===== src/rtl/fio_host_ctrl.sv =====
// Host-side FileIO sequencer: loads TM/ICache/MEM/CLE from a valid/ready stream,
// kicks off execution, then streams a fixed MEM window back out with backpressure.
module fio_host_ctrl #(
  parameter int DATA_W          = 256,
  parameter int ICACHE_DEPTH    = 1024,
  parameter int MEM_TOTAL_DEPTH = 512,
  parameter int CLE_DEPTH       = 256,
  parameter int MEM_RD_LAT      = 1,
  parameter int START_CYCLES    = 2,
  parameter int DUMP_BASE       = 1,
  parameter int DUMP_COUNT      = 256,
  localparam int IA_W = $clog2(ICACHE_DEPTH),
  localparam int MA_W = $clog2(MEM_TOTAL_DEPTH),
  localparam int CA_W = $clog2(CLE_DEPTH)
) (
  input  logic              clk,
  input  logic              rst,
  input  logic              s_valid,
  output logic              s_ready,
  input  logic [DATA_W-1:0] s_data,
  output logic              m_valid,
  input  logic              m_ready,
  output logic [DATA_W-1:0] m_data,
  output logic              m_last,
  output logic              Wen_FIO_TM,
  output logic [28:0]       Din_FIO_TM,
  output logic              start_FIO_TM,
  output logic              clear_FIO_TM,
  input  logic              finished_TM_FIO,
  output logic              Wen_FIO_ICache,
  output logic [IA_W-1:0]   Addr_FIO_ICache,
  output logic [31:0]       Din_FIO_ICache,
  output logic              Wen_FIO_MEM,
  output logic [MA_W-1:0]   Addr_FIO_MEM,
  output logic [DATA_W-1:0] Din_FIO_MEM,
  input  logic [DATA_W-1:0] Dout_FIO_MEM,
  output logic              Wen_FIO_CLE,
  output logic [CA_W-1:0]   Addr_FIO_CLE,
  output logic [4:0]        Din_FIO_CLE,
  output logic              busy,
  output logic              done,
  output logic              err
);

  typedef enum logic [2:0] {S_HDR, S_LOAD, S_START, S_RUN, S_DUMP, S_DONE} state_t;

  state_t              state_q, state_d;
  logic                live_q, live_d;
  logic [1:0]          tgt_q, tgt_d;
  logic [11:0]         base_q, base_d;
  logic [15:0]         n_q, n_d, k_q, k_d, lat_q, lat_d;
  logic                err_q, err_d, clear_q, clear_d;
  logic                wen_tm_q, wen_tm_d, wen_ic_q, wen_ic_d;
  logic                wen_mem_q, wen_mem_d, wen_cle_q, wen_cle_d;
  logic [28:0]         din_tm_q, din_tm_d;
  logic [IA_W-1:0]     addr_ic_q, addr_ic_d;
  logic [31:0]         din_ic_q, din_ic_d;
  logic [MA_W-1:0]     addr_mem_q, addr_mem_d;
  logic [DATA_W-1:0]   din_mem_q, din_mem_d, mdata_q, mdata_d;
  logic [CA_W-1:0]     addr_cle_q, addr_cle_d;
  logic [4:0]          din_cle_q, din_cle_d;
  logic                mvalid_q, mvalid_d, mlast_q, mlast_d;

  logic [1:0]  h_tgt;
  logic        h_go, h_clr, acc;
  logic [11:0] h_base;
  logic [15:0] h_n;
  logic [31:0] h_depth;

  assign h_tgt  = s_data[1:0];
  assign h_go   = s_data[2];
  assign h_clr  = s_data[3];
  assign h_base = s_data[15:4];
  assign h_n    = s_data[31:16];
  assign acc    = s_valid & s_ready;

  // TM has no address port, so it can never overflow.
  always_comb begin
    h_depth = 32'hFFFF_FFFF;
    case (h_tgt)
      2'd1:    h_depth = 32'(ICACHE_DEPTH);
      2'd2:    h_depth = 32'(MEM_TOTAL_DEPTH);
      2'd3:    h_depth = 32'(CLE_DEPTH);
      default: h_depth = 32'hFFFF_FFFF;
    endcase
  end

  always_ff @(posedge clk or negedge rst) begin
    if (!rst) begin
      state_q <= S_HDR;   live_q <= 1'b0;     tgt_q <= '0;      base_q <= '0;
      n_q <= '0;          k_q <= '0;          lat_q <= '0;      err_q <= 1'b0;
      clear_q <= 1'b0;    wen_tm_q <= 1'b0;   din_tm_q <= '0;
      wen_ic_q <= 1'b0;   addr_ic_q <= '0;    din_ic_q <= '0;
      wen_mem_q <= 1'b0;  addr_mem_q <= '0;   din_mem_q <= '0;
      wen_cle_q <= 1'b0;  addr_cle_q <= '0;   din_cle_q <= '0;
      mvalid_q <= 1'b0;   mdata_q <= '0;      mlast_q <= 1'b0;
    end else begin
      state_q <= state_d; live_q <= live_d;   tgt_q <= tgt_d;   base_q <= base_d;
      n_q <= n_d;         k_q <= k_d;         lat_q <= lat_d;   err_q <= err_d;
      clear_q <= clear_d; wen_tm_q <= wen_tm_d; din_tm_q <= din_tm_d;
      wen_ic_q <= wen_ic_d;   addr_ic_q <= addr_ic_d;   din_ic_q <= din_ic_d;
      wen_mem_q <= wen_mem_d; addr_mem_q <= addr_mem_d; din_mem_q <= din_mem_d;
      wen_cle_q <= wen_cle_d; addr_cle_q <= addr_cle_d; din_cle_q <= din_cle_d;
      mvalid_q <= mvalid_d;   mdata_q <= mdata_d;       mlast_q <= mlast_d;
    end
  end

  always_comb begin
    state_d = state_q;  live_d = 1'b1;       tgt_d = tgt_q;      base_d = base_q;
    n_d = n_q;          k_d = k_q;           lat_d = lat_q;      err_d = err_q;
    clear_d = 1'b0;     wen_tm_d = 1'b0;     din_tm_d = din_tm_q;
    wen_ic_d = 1'b0;    addr_ic_d = addr_ic_q;   din_ic_d = din_ic_q;
    wen_mem_d = 1'b0;   addr_mem_d = addr_mem_q; din_mem_d = din_mem_q;
    wen_cle_d = 1'b0;   addr_cle_d = addr_cle_q; din_cle_d = din_cle_q;
    mvalid_d = mvalid_q; mdata_d = mdata_q;  mlast_d = mlast_q;
    case (state_q)
      S_HDR, S_DONE: begin
        if (acc) begin
          clear_d = h_clr;
          tgt_d   = h_tgt;
          base_d  = h_base;
          n_d     = h_n;
          k_d     = '0;
          if (h_go) begin
            state_d = S_START;
          end else if (h_n != 16'd0) begin
            state_d = S_LOAD;
            if ((32'(h_base) + 32'(h_n)) > h_depth) err_d = 1'b1;
          end else begin
            state_d = S_HDR;
          end
        end
      end
      S_LOAD: begin
        if (acc) begin
          case (tgt_q)
            2'd0: begin wen_tm_d = 1'b1; din_tm_d = s_data[28:0]; end
            2'd1: begin
              wen_ic_d  = 1'b1;
              addr_ic_d = IA_W'(32'(base_q) + 32'(k_q));
              din_ic_d  = s_data[31:0];
            end
            2'd2: begin
              wen_mem_d  = 1'b1;
              addr_mem_d = MA_W'(32'(base_q) + 32'(k_q));
              din_mem_d  = s_data;
            end
            default: begin
              wen_cle_d  = 1'b1;
              addr_cle_d = CA_W'(32'(base_q) + 32'(k_q));
              din_cle_d  = s_data[4:0];
            end
          endcase
          k_d = k_q + 16'd1;
          if (k_q == n_q - 16'd1) state_d = S_HDR;
        end
      end
      S_START: begin
        k_d = k_q + 16'd1;
        if (k_q == 16'(START_CYCLES - 1)) begin
          state_d = S_RUN;
          k_d     = '0;
        end
      end
      S_RUN: begin
        if (finished_TM_FIO) begin
          state_d    = S_DUMP;
          addr_mem_d = MA_W'(DUMP_BASE);
          lat_d      = '0;
          k_d        = '0;
        end
      end
      S_DUMP: begin
        // One read in flight: capture after the latency, then hold until taken.
        if (!mvalid_q) begin
          if (lat_q == 16'(MEM_RD_LAT)) begin
            mdata_d  = Dout_FIO_MEM;
            mvalid_d = 1'b1;
            mlast_d  = (k_q == 16'(DUMP_COUNT - 1));
          end else begin
            lat_d = lat_q + 16'd1;
          end
        end else if (m_ready) begin
          mvalid_d = 1'b0;
          mlast_d  = 1'b0;
          if (mlast_q) begin
            state_d = S_DONE;
          end else begin
            addr_mem_d = addr_mem_q + MA_W'(1);
            k_d        = k_q + 16'd1;
            lat_d      = '0;
          end
        end
      end
      default: state_d = S_HDR;
    endcase
  end

  always_comb begin
    s_ready      = live_q && (state_q == S_HDR || state_q == S_LOAD || state_q == S_DONE);
    busy         = (state_q == S_LOAD) || (state_q == S_START) ||
                   (state_q == S_RUN)  || (state_q == S_DUMP);
    done         = (state_q == S_DONE);
    start_FIO_TM = (state_q == S_START);
  end

  assign m_valid         = mvalid_q;
  assign m_data          = mdata_q;
  assign m_last          = mlast_q;
  assign Wen_FIO_TM      = wen_tm_q;
  assign Din_FIO_TM      = din_tm_q;
  assign clear_FIO_TM    = clear_q;
  assign Wen_FIO_ICache  = wen_ic_q;
  assign Addr_FIO_ICache = addr_ic_q;
  assign Din_FIO_ICache  = din_ic_q;
  assign Wen_FIO_MEM     = wen_mem_q;
  assign Addr_FIO_MEM    = addr_mem_q;
  assign Din_FIO_MEM     = din_mem_q;
  assign Wen_FIO_CLE     = wen_cle_q;
  assign Addr_FIO_CLE    = addr_cle_q;
  assign Din_FIO_CLE     = din_cle_q;
  assign err             = err_q;

endmodule


===== config.mk =====
export PLATFORM = sky130hd
export DESIGN_NAME = fio_host_ctrl
export DESIGN_NICKNAME = d
export VERILOG_FILES = /design/src/rtl/fio_host_ctrl.sv
export SDC_FILE = /design/constraint.sdc
export NUM_CORES = 1
export LEC_CHECK = 0
export ABC_AREA = 1
export BUFFER_PORTS_ARGS = -buffer_cell sky130_fd_sc_hd__buf_4
export CAP_MARGIN = 20
export CORE_AREA = 2 2 447 449
export CTS_CLUSTER_SIZE = 25
export DETAILED_ROUTE_END_ITERATION = 10
export DIE_AREA = 0 0 449 451
export PLACE_DENSITY_LB_ADDON = 0.25
export SLEW_MARGIN = 20
export SYNTH_ARGS = -nofsm -noshare
export SYNTH_HDL_FRONTEND = slang
export SYNTH_SLANG_ARGS = --single-unit
export TNS_END_PERCENT = 30

===== constraint.sdc =====
create_clock -name clk -period 2.1 [get_ports clk]
set_clock_uncertainty 0.2 [all_clocks]
set_input_delay 0.21 -clock clk [delete_from_list [all_inputs] [get_ports clk]]
set_output_delay 0.21 -clock clk [all_outputs]
set_load 0.005 [all_outputs]

==> results.sh <==
export IMPL_ant_nets=0
export IMPL_r2r_end="Din_FIO_MEM[99]"
export IMPL_finalHoldViolCount=0
export IMPL_antenna_found_initial=36
export IMPL_cts_made_buffers=89
export IMPL_fmax_ghz=0.423
export IMPL_num_vias=28700
export IMPL_grt_use_met2_pct=28.8
export IMPL_slew_violations=0
export IMPL_port_buffers=1133
export IMPL_die_w_um=449
export IMPL_fin_crit_sh_pct=112
export IMPL_wire_per_inst_um=22.2
export IMPL_initial_utilization_pct=14.2
export IMPL_fin_nets=5555
export IMPL_dp_cells=6776
export IMPL_cts_max_level=3
export IMPL_worstMarginPinSlew_ps=558
export IMPL_preCtsSetupSlack_ps=-953
export IMPL_cpPeakStageDelay_ps=440
export IMPL_maxCapViolations=0
export IMPL_ys_types=44
export IMPL_layout_setup_ws_ps=-262
export IMPL_routed_wl_mm=171
export IMPL_path_clk_slew_ps=60
export IMPL_drtIter0Drc=1822
export IMPL_synth_avg_cell_area_um2=10.1
export IMPL_start_kind="flop"
export IMPL_path_cells="nor3_4 -> buf_6 -> nor2_4 -> nor3_4 -> nand4_4 -> buf_8 -> buf_16 -> clkbuf_16 -> nand2_1 -> nand2_1"
export IMPL_core_area_um2=198000
export IMPL_cts_sinks=677
export IMPL_ys_seq_area_share_pct=60.1
export IMPL_grt_max_degree=85
export IMPL_utilization_pct=27.4
export IMPL_grt_pass1_wl_mm=234
export IMPL_rows=164
export IMPL_ys_ff_latch=677
export IMPL_instances_no_fill=7735
export IMPL_violations="negative setup slack"
export IMPL_power_density_nw_per_um2=1170
export IMPL_slowest_stage="dfrtp_2"
export IMPL_clk_latency_ps=690
export IMPL_syn_num_nets=3345
export IMPL_setup_violations=646
export IMPL_syn_instance_count=2780
export IMPL_cp_buffers_inverters=4
export IMPL_r2r_slack_ps=-260
export IMPL_rr_worst_depth=10
export IMPL_dr_pass1_iters=5
export IMPL_drive_gt1_share_pct=40.4
export IMPL_crit_end="Din_FIO_MEM[99]"
export IMPL_busiest_layer="met2"
export IMPL_fin_crit_ps=2360
export IMPL_grt_use_total_pct=16.3
export IMPL_relSlewSlack_pct=62.7
export IMPL_use_met3_pct=3.25
export IMPL_startpoint="state_q[1]"
export IMPL_io_pins=1134
export IMPL_arrival_ps=2770
export IMPL_worstPathRequired_ps=2510
export IMPL_first_global_vias=30200
export IMPL_gr_usage_met1_pct=19.3
export IMPL_gp_congestion=0.896
export IMPL_r2r_start="state_q[1]"
export IMPL_synthToLayoutAreaGrowth_pct=92.5
export IMPL_die_area_um2=202000
export IMPL_critPathTopFamily="simple AND/OR/NAND/NOR gates"
export IMPL_hpwl_mm=136
export IMPL_drc=0
export IMPL_overflow=0
export IMPL_yosys_warnings=0
export IMPL_vias_per_cell=3.71
export IMPL_die_h_um=451
export IMPL_min_path_type="primary input to async pin"
export IMPL_peakVddDrop_mv=0.736
export IMPL_end_kind="flop"
export IMPL_outcome="complete, but fails checks"
export IMPL_cp_depth=10
export IMPL_clockBufferDepth=3
export IMPL_power_leakage_nw=26.6
export IMPL_rsz0062_at_grt="true"
export IMPL_path_class="flop to flop"
export IMPL_cts_tree="yes"
export IMPL_clockRootBuffer="clkbuf_16"
export IMPL_synth_area_um2=28200
export IMPL_crit_fanout=30
## tightest hold or removal path, delay by kind of cell
| family | cells | cell delay [ps] |
|---|---|---|
| buf+inv | 3 | 1080 |
## stage by stage
stage	cell area [um2]	power (W)	TNS, ps	hold slack [ps]
after floorplan	28300	0.0295	-14360	-286
after detailed placement	42400	0.0463	-122250	2.00
after CTS	53400	0.0644	-121880	0.493
after global routing	54200	0.0675	-177880	42.8
final	54300	0.0637	-99970	74.2
after global placement	42400	0.0462	-112390	-3.79
## report_power, final
| part | switching (W) | leakage, nW | internal (W) |
|---|---|---|---|
| Clock | 0.00659 | 1.46 | 0.00918 |
| Sequential | 0.00365 | 8.61 | 0.0186 |
| Combinational | 0.0119 | 16.6 | 0.0138 |
## worst min path at each step
stage	from	endpoint	slack, ps	cells after the start
2_1_floorplan	rst	Addr_FIO_CLE[0]	-290	0
3_3_place_gp	rst	m_data[69]	-4	1
3_5_place_dp	rst	m_data[69]	2	1
4_1_cts	Dout_FIO_MEM[194]	m_data[194]	0.5	3
5_1_grt	Dout_FIO_MEM[197]	m_data[197]	40	3
6_report	rst	m_data[69]	70	3
## cell usage after synthesis, drive strengths merged
cell type / instances / area [um2]
a21oi: 72 / 360
o32ai: 1 / 8.76
clkbuf: 57 / 214
o211ai: 2 / 15.0
o211a: 1 / 10.0
nand3: 57 / 285
inv: 144 / 541
o22ai: 4 / 25.0
nand3b: 10 / 75.1
nor3b: 1 / 7.51
conb: 1 / 3.75
xnor2: 12 / 105
mux2: 260 / 2930
dfrtp: 677 / 16900
nand2: 993 / 3730
and3: 1 / 6.26
and2: 1 / 6.26
o31ai: 4 / 30.0
a221oi: 1 / 8.76
a31oi: 3 / 18.8
a21o: 1 / 7.51
nand4: 25 / 163
buf: 60 / 320
o21bai: 1 / 7.51
a211oi: 2 / 15.0
nor2: 124 / 465
fa: 2 / 40.0
xor2: 34 / 298
nor4: 9 / 56.3
nor3: 29 / 189
or2: 4 / 25.0
o21a: 2 / 15.0
clkinv: 1 / 3.75
ha: 46 / 576
o21ai: 138 / 694
## kinds of logic after synthesis
group | synth area share (%)
xor+xnor | 1.43
other cells | 0.0133
buf+inv | 3.83
compound gates | 4.31
mux | 10.4
simple gates | 17.8
flops | 60.1
fa+ha+maj | 2.18
## registers in the layout (all words and copies together) (netlist names), 16 cells and up
| register | cells |
|---|---|
| Din_FIO_TM | 29 |
| lat_q | 16 |
| Din_FIO_MEM | 256 |
| n_q | 16 |
| m_data | 256 |
| Din_FIO_ICache | 32 |
| k_q | 16 |
## routing by layer
layer / up-vias / routed length (um)
met5: - / 21
met4: 4 / 5700
met3: 216 / 9030
met2: 872 / 88000
met1: 14200 / 68600
li1: 13500 / -
## final cells by class
type                       count  area [um2]
antenna                       21        52.6
clock buffer                 129        2580
inverter                     145         564
fill                       21100      144000
timing repair buffer        2236       19700
clock inverter                30         402
sequential                   677       16900
multi-input combinational   1841       10700
tap                         2656        3320
## placed cells by master (no fill, tap or decap), types with 11 or more instances in the layout
cell	count
a21oi_1	65
buf_12	37
buf_16	11
buf_4	1396
buf_6	40
clkbuf_1	20
clkbuf_16	98
clkbuf_8	20
clkinv_2	15
dfrtp_1	675
diode_2	21
dlygate4sd3_1	736
ha_1	41
inv_1	134
mux2_2	258
nand2_1	917
nand2_2	65
nand3_1	50
nand4_1	24
nor2_1	116
nor3_1	20
o21ai_0	110
o21ai_1	22
xnor2_1	12
xor2_1	34
## repair_timing
item | in CTS | in global routing
hold buffers | 737 | 0
pin swaps | 13 | 24
cloned | 5 | 12
hold endpoints to repair | 1315 | 0
setup buffers | 15 | 11
endpoints found under the setup margin | 642 | 678
gates resized for setup | 92 | 134
Note: power is estimated with default switching activity, not from simulation.
